--- src/rtl/fifo_uart_tx.sv ---
// FIFO-draining UART transmitter: pops one word per frame through the FIFO read
// port and serialises it LSB-first with optional parity and 1 or 2 stop bits.
module fifo_uart_tx #(
  parameter int DATA_WIDTH   = 8,
  parameter int CLKS_PER_BIT = 868,
  parameter int PARITY       = 0,
  parameter int STOP_BITS    = 1
) (
  input  logic                  clk,
  input  logic                  rst,
  input  logic                  tx_en,
  input  logic                  fifo_empty,
  input  logic [DATA_WIDTH-1:0] fifo_data,
  output logic                  fifo_rd_en,
  output logic                  tx,
  output logic                  busy,
  output logic                  tx_done
);

  localparam int CW = (CLKS_PER_BIT > 1) ? $clog2(CLKS_PER_BIT) : 1;
  localparam int IW = (DATA_WIDTH > 1) ? $clog2(DATA_WIDTH) : 1;
  localparam logic [CW-1:0] CNT_MAX   = CW'(CLKS_PER_BIT - 1);
  localparam logic [IW-1:0] IDX_LAST  = IW'(DATA_WIDTH - 1);
  localparam logic [IW-1:0] STOP_LAST = IW'(STOP_BITS - 1);

  typedef enum logic [2:0] {
    S_IDLE, S_FETCH, S_LOAD, S_START, S_DATA, S_PARITY, S_STOP
  } state_t;

  state_t                state, state_n;
  logic [CW-1:0]         cnt, cnt_n;
  logic [IW-1:0]         idx, idx_n;
  logic [DATA_WIDTH-1:0] shift, shift_n;
  logic                  par, par_n;
  logic                  tx_n;

  always_ff @(posedge clk) begin
    if (rst) begin
      state <= S_IDLE;
      cnt   <= '0;
      idx   <= '0;
      shift <= '0;
      par   <= 1'b0;
      tx    <= 1'b1;
    end else begin
      state <= state_n;
      cnt   <= cnt_n;
      idx   <= idx_n;
      shift <= shift_n;
      par   <= par_n;
      tx    <= tx_n;
    end
  end

  // tx is registered from the next-state decision, so each level lands on the
  // same edge as the state change and every bit lasts exactly CLKS_PER_BIT.
  always_comb begin
    state_n = state;
    cnt_n   = cnt;
    idx_n   = idx;
    shift_n = shift;
    par_n   = par;
    tx_n    = tx;
    tx_done = 1'b0;
    case (state)
      S_IDLE: begin
        cnt_n = '0;
        idx_n = '0;
        tx_n  = 1'b1;
        if (tx_en && !fifo_empty) state_n = S_FETCH;
      end
      S_FETCH: begin
        tx_n    = 1'b1;
        state_n = S_LOAD;
      end
      S_LOAD: begin
        shift_n = fifo_data;
        par_n   = (PARITY == 2) ? ~^fifo_data : ^fifo_data;
        cnt_n   = '0;
        idx_n   = '0;
        tx_n    = 1'b0;
        state_n = S_START;
      end
      S_START: begin
        if (cnt == CNT_MAX) begin
          cnt_n   = '0;
          idx_n   = '0;
          tx_n    = shift[0];
          state_n = S_DATA;
        end else begin
          cnt_n = cnt + 1'b1;
        end
      end
      S_DATA: begin
        if (cnt == CNT_MAX) begin
          cnt_n   = '0;
          shift_n = shift >> 1;
          if (idx == IDX_LAST) begin
            idx_n = '0;
            if (PARITY != 0) begin
              tx_n    = par;
              state_n = S_PARITY;
            end else begin
              tx_n    = 1'b1;
              state_n = S_STOP;
            end
          end else begin
            idx_n = idx + 1'b1;
            tx_n  = shift_n[0];
          end
        end else begin
          cnt_n = cnt + 1'b1;
        end
      end
      S_PARITY: begin
        if (cnt == CNT_MAX) begin
          cnt_n   = '0;
          idx_n   = '0;
          tx_n    = 1'b1;
          state_n = S_STOP;
        end else begin
          cnt_n = cnt + 1'b1;
        end
      end
      S_STOP: begin
        tx_n = 1'b1;
        if (cnt == CNT_MAX) begin
          cnt_n = '0;
          if (idx == STOP_LAST) begin
            tx_done = 1'b1;
            idx_n   = '0;
            state_n = (tx_en && !fifo_empty) ? S_FETCH : S_IDLE;
          end else begin
            idx_n = idx + 1'b1;
          end
        end else begin
          cnt_n = cnt + 1'b1;
        end
      end
      default: begin
        tx_n    = 1'b1;
        state_n = S_IDLE;
      end
    endcase
  end

  assign fifo_rd_en = (state == S_FETCH);
  assign busy       = (state != S_IDLE);

endmodule

--- config.mk ---
export PLATFORM = sky130hd
export DESIGN_NAME = fifo_uart_tx
export DESIGN_NICKNAME = d
export VERILOG_FILES = /design/src/rtl/fifo_uart_tx.sv
export SDC_FILE = /design/constraint.sdc
export NUM_CORES = 1
export LEC_CHECK = 0
export BUFFER_PORTS_ARGS = -buffer_cell sky130_fd_sc_hd__buf_2
export CAP_MARGIN = 10
export CORE_MARGIN = 4
export CORE_UTILIZATION = 45
export DETAILED_ROUTE_END_ITERATION = 8
export GPL_ROUTABILITY_DRIVEN = 0
export HOLD_SLACK_MARGIN = 0.03
export PLACE_DENSITY_LB_ADDON = 0.15
export SYNTH_ARGS = -nofsm -noshare
export SYNTH_HDL_FRONTEND = slang
export SYNTH_SLANG_ARGS = --single-unit
--- constraint.sdc ---
create_clock -name clk -period 3.9 [get_ports clk]
set_input_delay 0.39 -clock clk [delete_from_list [all_inputs] [get_ports clk]]
set_output_delay 0.39 -clock clk [all_outputs]
set_load 0.01 [all_outputs]
==> flow_summary.yaml <==
critical_path:
  reg2regPathDepth: 3
  cp_num_buf_inv: 2
  cp_slowest_cell: "dfxtp_1"
  crit_type: "flop to output pin"
  r2r_slack_ps: 1670
  crit_fanout: 19
  r2r-end: "state[1]"
  worst_r2r_startpoint: "state[0]"
  end_kind: "output pin"
  cp_data_required_time_ps: 3510
  critical_path.cell_chain: "clkinv_1 -> nor3_1 -> buf_2"
  crit_arrival_ps: 2180
  start_kind: "flop"
  max_stage_delay_ps: 790
  crit_family: "flip-flops"
floorplan:
  initial_utilization: 0.476
  die_w_um: 65.1
  die-area_sq_um: 4240
  coreArea_sq_um: 3080
  rows: 20
  boundaryPins: 16
  die_y_um: 65.1
sta:
  hold_violations: 0
  tns_ps: 0
  fin_skew_ps: 3.51
  rsz0062_at_grt: "false"
  fmax_mhz: 390
  whs_ps: 342
  fin_crit_ps: 2570
  relSlewSlack: 0.535
  drv_slew: 0
  post-route-period-util: 0.658
  tightest_slew_ps: 696
  setup-violations-final: 0
yosys:
  ys_ff_latch: 25
  synth-edff-count: 0
  ys.flop_type: "dfxtp_1"
  synth_cell_types: 51
  yosys_warnings: 0
  synth-compound-area-share: 0.215
  synthSimpleGateAreaFrac: 0.230
  synth-seq-area-share: 0.341
  synth-xor-area-share: 0.0469
  synth_top_family_by_area: "simple AND/OR/NAND/NOR gates"
  synth_cells: 161
  synth_fa_ha_area_frac: 0.0341
  synthMuxAreaShare: 0.0759
  syn_area_sq_um: 1470
  async_reset_ff_frac: 0
  syn_nets: 177
  synth_area_per_cell_sq_um: 9.11
cts:
  cts_max_path_buffers: 2
  cts_buffers: 3
  htree_levels: 1
  cts-resized-gates: 0
  ctsHoldBuffers: 0
  clkLatencyLatePin_ps: 300
  cts_sinks: 25
  tritoncts: "done"
  cts_root_buf: "clkbuf_4"
  cts.clk_slew.worst_paths_ps: 130
  cts_setup_buffers: 0
power:
  p_sw_mw: 0.322
  p_leak_nw: 0.552
  combinationalPowerShare: 0.391
  power.density_nw_per_um2: 516
  peakVddDrop_mv: 0.269
  pwr-share-seq: 0.473
  internal-power_mw: 0.489
  sw_frac_of_total: 0.398
  clock_power_share: 0.136
layout:
  layoutNonFillerInstCount: 216
  regArea_sq_um: 500
  fillers: 313
  postLayoutCoreUtil: 0.510
  fin_nets: 189
  syn_to_final_growth_pct: 7.08
  multi_input_area_sq_um: 883
  diodes: 0
  drive_above_1_share: 0.186
grt:
  grt_max_degree: 20
  grt_antenna_before_repair: 0
  grt_pass1_wl_um: 5150
  grt_pass1_vias: 1203
  overflow: 0
  grtUsageTotal: 0.150
flow_run:
  drv_cap: 0
hold_path:
  min_from: "fifo_data[7]"
  hold_end: "shift[7]"
  hp-class: "input port to flop"
  hold_depth: 3
detailed_routing:
  wl_per_cell_um: 13.7
  drtAntennaViolNets: 0
  routed_wirelength_um: 2950
  viasPerCell: 5.62
  drc: 0
  vias: 1214
  drt_iter0_drc: 76
  dr.pass1.iters: 4
placement:
  io_buffers: 15
  hpwl_um: 2180
  dpl.cell_count: 212
outcome:
  status: "finished, final reports clean"
-- cell families after synthesis --
group,Yosys count
adder cells (fa/ha/maj),4
AO/OA/AOI/OAI,42
flip-flops,25
multiplexers,11
XOR/XNOR,7
AND/OR/NAND/NOR,56
buffers and inverters,16
-- power groups by stage --
stage / combinational (mW) / sequential [mW] / clock, mW
after global routing: 0.356 / 0.395 / 0.128
after detailed placement: 0.316 / 0.390 / 0
after global placement: 0.309 / 0.385 / 0
after CTS: 0.318 / 0.383 / 0.118
final: 0.317 / 0.383 / 0.110
after floorplan: 0.316 / 0.339 / 0
-- registers in the layout, summed over array words and instances (netlist names) --
name,cells
shift,8
idx,3
state,3
tx,1
cnt,10
-- worst max-delay path by stage --
stage | from | endpoint | slack, ps | cells after the start
after global placement | state[0] | fifo_rd_en | 1790 | 3
after detailed placement | state[0] | state[1] | 1710 | 3
final | state[0] | fifo_rd_en | 1330 | 3
after CTS | state[0] | fifo_rd_en | 1350 | 3
after global routing | state[0] | fifo_rd_en | 1130 | 3
after floorplan | cnt[0] | tx_done | 2160 | 5
-- worst reg2reg max path, delay by kind of cell, from the launching register on --
family | cells | cell delay [ps]
AOI/OAI and AO/OA | 1 | 400
muxes | 1 | 340
DFF | 1 | 790
buffers and inverters | 1 | 610
-- layout by cell type, fill, tap and decap left out, types with 4 or more instances in the layout --
master and count:
buf_2 15, a21oi_1 12, nand2_1 9, nor2_1 10, a311oi_1 7, nand3_1 12
ha_1 4, dfxtp_1 25, inv_1 7, mux2i_1 10, nor2b_1 4, xnor2_1 6
-- cell type report --
| type | instances | share of cell area |
|---|---|---|
| clock buffer | 4 | 0.0167 |
| timing repair buffer | 15 | 0.0478 |
| tap | 44 | 0.0351 |
| inverter | 8 | 0.0191 |
| multi-input combinational | 120 | 0.563 |
| sequential | 25 | 0.319 |
-- synth_stat cells, types with 2 or more instances --
library cell / instances / area (sq um)
nand3_1: 12 / 60.1
a311oi_1: 7 / 61.3
nor2b_1: 4 / 25.0
nor2_1: 10 / 37.5
buf_6: 2 / 22.5
a21oi_1: 12 / 60.1
nand2_1: 9 / 33.8
inv_1: 7 / 26.3
a31oi_1: 3 / 18.8
o22ai_1: 2 / 12.5
buf_2: 3 / 15.0
xnor2_1: 6 / 52.6
clkbuf_1: 2 / 7.51
o21ai_0: 2 / 10.0
ha_1: 4 / 50.1
dfxtp_1: 25 / 500
mux2i_1: 10 / 100
a211oi_1: 2 / 15.0
nor3_1: 3 / 15.0
nand4_1: 3 / 18.8
or3_1: 2 / 12.5
o2111ai_1: 2 / 17.5
-- per-stage QoR --
| stage | total power [mW] | instance area [sq um] | worst slack, ps |
|---|---|---|---|
| 2_1_floorplan | 0.655 | 1470 | 2160 |
| 3_3_place_gp | 0.694 | 1540 | 1790 |
| 3_5_place_dp | 0.706 | 1540 | 1710 |
| 4_1_cts | 0.820 | 1570 | 1350 |
| 5_1_grt | 0.879 | 1570 | 1130 |
| 6_report | 0.811 | 1570 | 1330 |
-- layer usage --
metal / global-route usage / up-vias / share of wire
met5: 0 / - / 0
li1: - / 625 / -
met1: 0.189 / 569 / 0.48
met3: 0.0295 / 2 / 0.038
met2: 0.259 / 18 / 0.47
met4: 0.0440 / 0 / 0.0064
Power figures use the tool's default switching activity.
